### src/rtl/alu_op_decoder.sv
// Registered RV32I integer-ALU decode stage (OP, OP-IMM, LUI, AUIPC) with a valid/ready output register.
// Define ALU_DECODE_SKID_EN to add a skid entry and a registered in_ready.

`ifndef OPERANDS_WIDTH
`define OPERANDS_WIDTH 32
`endif
`ifndef ALU_SEL_WIDTH
`define ALU_SEL_WIDTH 4
`endif
`ifndef ALU_OP_ADD
`define ALU_OP_ADD  4'd0
`define ALU_OP_SUB  4'd1
`define ALU_OP_SLL  4'd2
`define ALU_OP_SLT  4'd3
`define ALU_OP_SLTU 4'd4
`define ALU_OP_XOR  4'd5
`define ALU_OP_SRL  4'd6
`define ALU_OP_SRA  4'd7
`define ALU_OP_OR   4'd8
`define ALU_OP_AND  4'd9
`define ALU_OP_LUI  4'd10
`endif

module alu_op_decoder (
    input  logic                         clk,
    input  logic                         rst,
    input  logic                         flush,
    input  logic                         in_valid,
    output logic                         in_ready,
    input  logic [31:0]                  inst,
    input  logic [`OPERANDS_WIDTH-1:0]   pc,
    output logic                         out_valid,
    input  logic                         out_ready,
    output logic [`ALU_SEL_WIDTH-1:0]    ALUSel,
    output logic                         a_sel,
    output logic                         b_sel,
    output logic [`OPERANDS_WIDTH-1:0]   imm,
    output logic [4:0]                   rs1,
    output logic [4:0]                   rs2,
    output logic [4:0]                   rd,
    output logic                         reg_wen,
    output logic [`OPERANDS_WIDTH-1:0]   out_pc,
    output logic                         illegal
);

    localparam int OPW = `OPERANDS_WIDTH;

    localparam logic [6:0] OPC_OP    = 7'b0110011;
    localparam logic [6:0] OPC_OPIMM = 7'b0010011;
    localparam logic [6:0] OPC_LUI   = 7'b0110111;
    localparam logic [6:0] OPC_AUIPC = 7'b0010111;
    localparam logic [6:0] F7_BASE   = 7'b0000000;
    localparam logic [6:0] F7_ALT    = 7'b0100000;

    typedef struct packed {
        logic [`ALU_SEL_WIDTH-1:0] alu_sel;
        logic                      a_sel;
        logic                      b_sel;
        logic [OPW-1:0]            imm;
        logic [4:0]                rs1;
        logic [4:0]                rs2;
        logic [4:0]                rd;
        logic                      reg_wen;
        logic                      illegal;
        logic [OPW-1:0]            pc;
    } dec_t;

    // alt selects the funct7[5] variant; only meaningful for funct3 000 and 101.
    function automatic logic [`ALU_SEL_WIDTH-1:0] alu_of(input logic [2:0] f3, input logic alt);
        case (f3)
            3'b000:  return alt ? `ALU_OP_SUB : `ALU_OP_ADD;
            3'b001:  return `ALU_OP_SLL;
            3'b010:  return `ALU_OP_SLT;
            3'b011:  return `ALU_OP_SLTU;
            3'b100:  return `ALU_OP_XOR;
            3'b101:  return alt ? `ALU_OP_SRA : `ALU_OP_SRL;
            3'b110:  return `ALU_OP_OR;
            default: return `ALU_OP_AND;
        endcase
    endfunction

    function automatic logic [OPW-1:0] imm_i(input logic [31:0] ins);
        logic signed [11:0] v;
        v = signed'(ins[31:20]);
        return OPW'(v);
    endfunction

    function automatic logic [OPW-1:0] imm_u(input logic [31:0] ins);
        logic signed [31:0] v;
        v = signed'({ins[31:12], 12'b0});
        return OPW'(v);
    endfunction

    function automatic logic [OPW-1:0] imm_shamt(input logic [31:0] ins);
        return OPW'(ins[24:20]);
    endfunction

    logic [6:0] w_opc;
    logic [2:0] w_f3;
    logic [6:0] w_f7;
    logic [4:0] w_rd;
    logic [4:0] w_rs1;
    logic [4:0] w_rs2;
    logic       w_legal;
    dec_t       w_dec;
    logic       w_xfer_in;

    assign w_opc = inst[6:0];
    assign w_rd  = inst[11:7];
    assign w_f3  = inst[14:12];
    assign w_rs1 = inst[19:15];
    assign w_rs2 = inst[24:20];
    assign w_f7  = inst[31:25];

    always_comb begin
        w_dec         = '0;
        w_dec.alu_sel = `ALU_OP_ADD;
        w_dec.pc      = pc;
        w_legal       = 1'b0;
        case (w_opc)
            OPC_OP: begin
                w_legal = (w_f7 == F7_BASE) ||
                          ((w_f7 == F7_ALT) && ((w_f3 == 3'b000) || (w_f3 == 3'b101)));
                w_dec.alu_sel = alu_of(w_f3, w_f7 == F7_ALT);
                w_dec.rs1     = w_rs1;
                w_dec.rs2     = w_rs2;
                w_dec.rd      = w_rd;
            end
            OPC_OPIMM: begin
                w_dec.b_sel = 1'b1;
                w_dec.rs1   = w_rs1;
                w_dec.rd    = w_rd;
                if (w_f3 == 3'b001) begin
                    w_legal       = (w_f7 == F7_BASE);
                    w_dec.alu_sel = `ALU_OP_SLL;
                    w_dec.imm     = imm_shamt(inst);
                end else if (w_f3 == 3'b101) begin
                    w_legal       = (w_f7 == F7_BASE) || (w_f7 == F7_ALT);
                    w_dec.alu_sel = alu_of(w_f3, w_f7 == F7_ALT);
                    w_dec.imm     = imm_shamt(inst);
                end else begin
                    w_legal       = 1'b1;
                    w_dec.alu_sel = alu_of(w_f3, 1'b0);
                    w_dec.imm     = imm_i(inst);
                end
            end
            OPC_LUI: begin
                w_legal       = 1'b1;
                w_dec.alu_sel = `ALU_OP_LUI;
                w_dec.b_sel   = 1'b1;
                w_dec.imm     = imm_u(inst);
                w_dec.rd      = w_rd;
            end
            OPC_AUIPC: begin
                w_legal       = 1'b1;
                w_dec.alu_sel = `ALU_OP_ADD;
                w_dec.a_sel   = 1'b1;
                w_dec.b_sel   = 1'b1;
                w_dec.imm     = imm_u(inst);
                w_dec.rd      = w_rd;
            end
            default: w_legal = 1'b0;
        endcase
        // Illegal entries still travel down the pipe, stripped to a trap marker.
        if (!w_legal) begin
            w_dec         = '0;
            w_dec.alu_sel = `ALU_OP_ADD;
            w_dec.illegal = 1'b1;
            w_dec.pc      = pc;
        end else begin
            w_dec.reg_wen = (w_dec.rd != 5'd0);
        end
    end

    dec_t r_out_p1;
    logic r_vld_p1;

    assign w_xfer_in = in_valid && in_ready;

`ifdef ALU_DECODE_SKID_EN
    // --- stage p1: output register plus one skid entry ---
    dec_t r_skid_p1;
    logic r_skid_vld_p1;
    logic r_in_ready;
    logic w_out_free;
    logic w_skid_vld_nxt;

    assign in_ready       = r_in_ready;
    assign w_out_free     = !r_vld_p1 || out_ready;
    assign w_skid_vld_nxt = !flush && !w_out_free && (r_skid_vld_p1 || w_xfer_in);

    always_ff @(posedge clk) begin
        if (rst) begin
            r_vld_p1      <= 1'b0;
            r_skid_vld_p1 <= 1'b0;
            r_in_ready    <= 1'b1;
            r_out_p1      <= '0;
        end else begin
            r_skid_vld_p1 <= w_skid_vld_nxt;
            r_in_ready    <= !w_skid_vld_nxt;
            if (flush) begin
                r_vld_p1 <= 1'b0;
            end else if (w_out_free) begin
                if (r_skid_vld_p1) begin
                    r_out_p1 <= r_skid_p1;
                    r_vld_p1 <= 1'b1;
                end else if (w_xfer_in) begin
                    r_out_p1 <= w_dec;
                    r_vld_p1 <= 1'b1;
                end else begin
                    r_vld_p1 <= 1'b0;
                end
            end
        end
    end

    always_ff @(posedge clk) begin
        if (!w_out_free && w_xfer_in) begin
            r_skid_p1 <= w_dec;
        end
    end
`else
    // --- stage p1: single output register ---
    assign in_ready = !r_vld_p1 || out_ready;

    always_ff @(posedge clk) begin
        if (rst) begin
            r_vld_p1 <= 1'b0;
            r_out_p1 <= '0;
        end else if (flush) begin
            r_vld_p1 <= 1'b0;
        end else if (w_xfer_in) begin
            r_out_p1 <= w_dec;
            r_vld_p1 <= 1'b1;
        end else if (out_ready) begin
            r_vld_p1 <= 1'b0;
        end
    end
`endif

    assign out_valid = r_vld_p1;
    assign ALUSel    = r_out_p1.alu_sel;
    assign a_sel     = r_out_p1.a_sel;
    assign b_sel     = r_out_p1.b_sel;
    assign imm       = r_out_p1.imm;
    assign rs1       = r_out_p1.rs1;
    assign rs2       = r_out_p1.rs2;
    assign rd        = r_out_p1.rd;
    assign reg_wen   = r_out_p1.reg_wen;
    assign illegal   = r_out_p1.illegal;
    assign out_pc    = r_out_p1.pc;

endmodule
### config.mk
export PLATFORM = sky130hd
export DESIGN_NAME = alu_op_decoder
export DESIGN_NICKNAME = d
export VERILOG_FILES = /design/src/rtl/alu_op_decoder.sv
export SDC_FILE = /design/constraint.sdc
export NUM_CORES = 1
export LEC_CHECK = 0
export CAP_MARGIN = 0
export CORE_AREA = 5 5 135 73
export CTS_CLUSTER_DIAMETER = 100
export DETAILED_ROUTE_END_ITERATION = 10
export DIE_AREA = 0 0 140 78
export GPL_ROUTABILITY_DRIVEN = 0
export HOLD_SLACK_MARGIN = 0.03
export PLACE_DENSITY = 0.89
export SKIP_CTS_REPAIR_TIMING = 1
export SLEW_MARGIN = 20
export SYNTH_ARGS = -nofsm -noshare
export SYNTH_HDL_FRONTEND = slang
export SYNTH_SLANG_ARGS = --single-unit
### constraint.sdc
create_clock -name clk -period 2 [get_ports clk]
set_clock_uncertainty 0.1 [all_clocks]
set_input_delay 0.2 -clock clk [delete_from_list [all_inputs] [get_ports clk]]
set_output_delay 0.2 -clock clk [all_outputs]
set_load 0.05 [all_outputs]
Yosys cells after proc, flatten, opt, wreduce, memory -nomap -nowiden
Cells that the tools add are included.
Word-level totals
  flip-flop bits (word level): 88
  output and inout bits: 89
Cells by class
  eq/ne operators: 11
  muxes and demuxes: 22
  reductions and logical operators: 16
  bitwise gates (word level): 1
Operators by type and width (count)
  33-bit case mux with 2 select lines: 1
  32-bit two-way mux: 2
  53-bit two-way mux: 1
  33-bit two-way mux: 1
  4-bit case mux with 7 select lines: 1
  7-bit by 6-bit == test with 1-bit output (second input constant): 3
  4-bit case mux with 5 select lines: 1
  5-bit two-way mux: 3
  7-bit by 5-bit == test with 1-bit output (second input constant): 2
  4-bit case mux with 3 select lines: 1
  3-bit == test (second input constant): 3
  1-bit two-way mux: 8
  4-bit two-way mux: 2
  7-bit zero test: 1
  3-bit by 2-bit == test with 1-bit output (second input constant): 2
  2-bit OR reduction: 3
  5-bit nonzero test: 1
  1-bit logical OR: 4
  4-bit OR reduction: 1
  3-bit by 1-bit == test with 1-bit output (second input constant): 1
  3-bit zero test: 1
  1-bit case mux with 3 select lines: 1
  1-bit logical AND: 2
  2-bit AND reduction: 1
  3 further kinds: 3

Depth between registers and ports, before layout
  word-level depth: 6
  mapped depth: 7

Least setup slack after synthesis
OpenSTA, ideal clock, no wires.
  path kind: reg2reg
  start point: register r_vld_p1 (netlist: out_valid)
  end point: register r_out_p1, in the netlist out_pc[23]
  path slack: -179 ps
  cell stages (with the launch flop): 8
  library setup time: 70 ps
  buffers on the path: 2
  data required time: 1830 ps
  arrival time: 2009 ps
  cell sequence: dfxtp_1 nor2b_1 inv_1 nand3b_1 buf_2 buf_2 nand2_1 a21oi_1
On the way
  longest elaborated chain between the ends: 4
RTL lines
  from (decl): line 176  | logic r_vld_p1;
  from (signal assigned): line 228  | r_vld_p1 <= 1'b0;
  from (signal assigned): line 231  | r_vld_p1 <= 1'b0;
  from (signal assigned): line 234  | r_vld_p1 <= 1'b1;
  1-bit zero test: line 224  | assign in_ready = !r_vld_p1 || out_ready;
  1-bit logical OR: line 224
  named net in_ready: line 29  | output logic in_ready,
  1-bit logical AND: line 178  | assign w_xfer_in = in_valid && in_ready;
  2-bit AND reduction (no line)
  to (signal assigned): line 233  | r_out_p1 <= w_dec;
  to (decl): line 175  | dec_t r_out_p1;
The timed path passes the listed nets, and every way through them passes these cells.
A chain may end at the register's enable or synchronous reset.

Worst setup path after layout
  start point: input inst[25]
  end point: register r_out_p1, in the netlist imm[0]
On the way
  longest elaborated chain between the ends: 6
  elaborated cells on any way between the ends: 9
  classes of those cells: eq/ne: 1; mux: 4; reduce/logical: 4
RTL lines
  from (decl): line 30  | input logic [31:0] inst,
  7-bit by 6-bit == test with 1-bit output / 7-bit zero test (equally long branches)
  1-bit logical OR: line 138  | w_legal = (w_f7 == F7_BASE) || (w_f7 == F7_ALT);
  1-bit two-way mux: line 137  | end else if (w_f3 == 3'b101) begin
  1-bit two-way mux: line 133  | if (w_f3 == 3'b001) begin
  1-bit case mux with 3 select lines *: line 120  | case (w_opc)
  53-bit two-way mux *: line 165  | if (!w_legal) begin
Mark *: on every way between the ends. The rest lies on a longest branch, timed or not.

==> metrics.yaml <==
nets: 639
critical_path_class: "in -> reg"
yosysMostFrequentCell: "nand2_1"
drv_cap: 0
grt_pass1_wl_um: 18300
syn_nets: 464
wl_um: 11500
clk_latency_ns: 0.33
power.density_mw_per_mm2: 714
grt_pass1_vias: 3473
critPathArrivalTime_ns: 2.09
fp.dieW_um: 140
ctsRootBufferMaster: "clkbuf_16"
cts_tree: "done"
drc: 0
synth-edff-count: 0
place_hpwl_um: 8720
antenna_cells: 0
synth.top_cell.area_share_pct: 51.9
row_count: 24
setup_ws_ns: 0.0698
drive_above_1_share_pct: 12.4
slew_violations: 0
synth_seq_cells: 88
vias: 3524
hold_ws_ns: 0.0971
vdd_drop_max_mv: 0.552
port_buffers: 157
numClockSinks: 88
drtIter0Drc: 246
crit_required_ns: 2.16
clockBufferDepth: 2
synth.avg_cell_area_um2: 8.60
reg2reg_slack_ns: 0.22
period_needed_ns: 1.93
ys_async_sr_fraction_pct: 0
status: "finished, final reports clean"
postSynthCellCount: 395
grt_max_degree: 49
antenna_found_initial: 0
post-place-ws_ns: -0.206
max_stage_delay_ns: 0.47
use_met3_pct: 9.03
drt_first_pass_iters: 5
met1_usage_pct: 27.2
synth.area.top_cells: "dfxtp_1 52%, nand2_1 12%, a21oi_1 8.3%"
netlist_top_cells_count: "109 x nand2_1, 88 x dfxtp_1, 56 x a21oi_1, 21 x nor2_1, 16 x clkbuf_1"
slew_headroom_pct: 61.2
hold_viol_final: 0
gr-usage-all-layers_pct: 21.0
setup_viol_count_final: 0
use_met2_pct: 32.3
nFillCells: 708
cp_cell_sequence: "clkdlybuf4s50_1, nor4_4, a311oi_4, nor3b_4, nand3_1, a21oi_1"
drt-vias-per-instance: 5.10
worstSetupStartpointType: "input pin"
ys_seq_area_share_pct: 51.9
core_area_mm2: 0.00847
top_usage_layer: "met2"
synth_warnings: 0
synth_area_mm2: 0.00340
die_area_mm2: 0.0109
cp_max_fo: 6
grt_overflow_total: 0
io_pins: 158
yosysUniqueCellTypes: 39
start_util_pct: 40.1
rsz0062_at_grt: "no"
yosys.area.top_type: "dfxtp_1"
clkSlewWorstSetupHoldPaths_ns: 0.06
cp_slowest_cell: "clkdlybuf4s50_1"
h-tree-depth: 3
fin_tns_setup_ns: 0
worst_hold_path_type: "in -> reg"
ys.flop_type: "dfxtp_1"
finalCritPeriodShare_pct: 96.5
die_height_um: 78
tightest_slew_ns: 0.581
max_freq_mhz: 518
postRouteAntennaNets: 0
wl_per_cell_um: 16.6
p_leak_nw: 2.06
syn2layout_area_growth_pct: 65.3
numCtsBuffers: 9
cp-end-kind: "flip-flop"
==> through the flow <==
step | instances | instance area [µm²] | power [mW] | util, %
3_3_place_gp | 674 | 5300 | 2.52 | 62.6
3_5_place_dp | 674 | 5300 | 2.53 | 62.6
6_report | 691 | 5610 | 4.01 | 66.3
5_1_grt | 691 | 5610 | 4.19 | 66.3
4_1_cts | 689 | 5570 | 4.05 | 65.7
2_1_floorplan | 395 | 3400 | 2.19 | -
==> cell families after synthesis <==
kind of cell,share of synthesized area (%)
xor+xnor,0.258
buf+inv,4.13
flops,51.9
compound gates,19.7
simple gates,24.0
==> power breakdown <==
part | switching (mW) | internal, mW
logic | 0.389 | 0.291
registers | 0.0249 | 1.80
clock network | 0.638 | 0.866
==> registers in the layout, summed over array words and instances, names as in the netlist, 4 cells and up <==
signal	flops
rs1	5
rs2	5
out_pc	32
imm	32
ALUSel	4
rd	5
==> final timing paths <==
check                               start        end  depth (start not counted)
worst max-delay path             inst[25]     imm[0]                          6
worst min-delay path                  rst     rs1[1]                          2
worst max register to register  out_valid    imm[29]                          8
worst min register to register  out_pc[3]  out_pc[3]                          2
==> cell usage in the layout, fill, tap and decap left out, types with 2 or more instances in the layout <==
cell type	n
clkdlybuf4s50_1	155
nand2_1	109
dfxtp_1	87
a21oi_1	56
buf_4	32
nor2_1	21
nand4_1	15
a22oi_1	11
a22o_1	11
a211oi_1	9
clkbuf_16	9
nand3_1	6
buf_12	5
nor3_1	4
o21ai_0	3
nor2b_1	2
inv_2	2
inv_1	2
nand3b_1	2
nor4_2	2
nor3b_4	2
and3_1	2
clkbuf_1	2
clkinv_2	2
==> worst max-delay path, delay by kind of cell <==
family | cells | cell delay, ns
AOI/OAI and AO/OA | 2 | 0.42
buffers and inverters | 1 | 0.47
and+or+nand+nor | 3 | 0.99
==> routing by layer <==
| metal | vias to the layer above | share of wire (%) |
|---|---|---|
| met1 | 1645 | 44 |
| met2 | 138 | 45 |
| met3 | 13 | 10 |
| met4 | 0 | 1.3 |
| li1 | 1728 | - |
| met5 | - | 0 |
==> area by class of cell <==
type                            count  area (µm²)  share of cell area [%]
Clock buffer                       12         246                    4.39
Tap cell                          117         146                    2.61
Inverter                            4        15.0                   0.268
Multi-Input combinational cell    274        1530                    27.2
Sequential cell                    88        1760                    31.4
Timing Repair Buffer              193        1900                    33.8
Clock inverter                      3        18.8                   0.334
(Power assumes the default switching activity.)
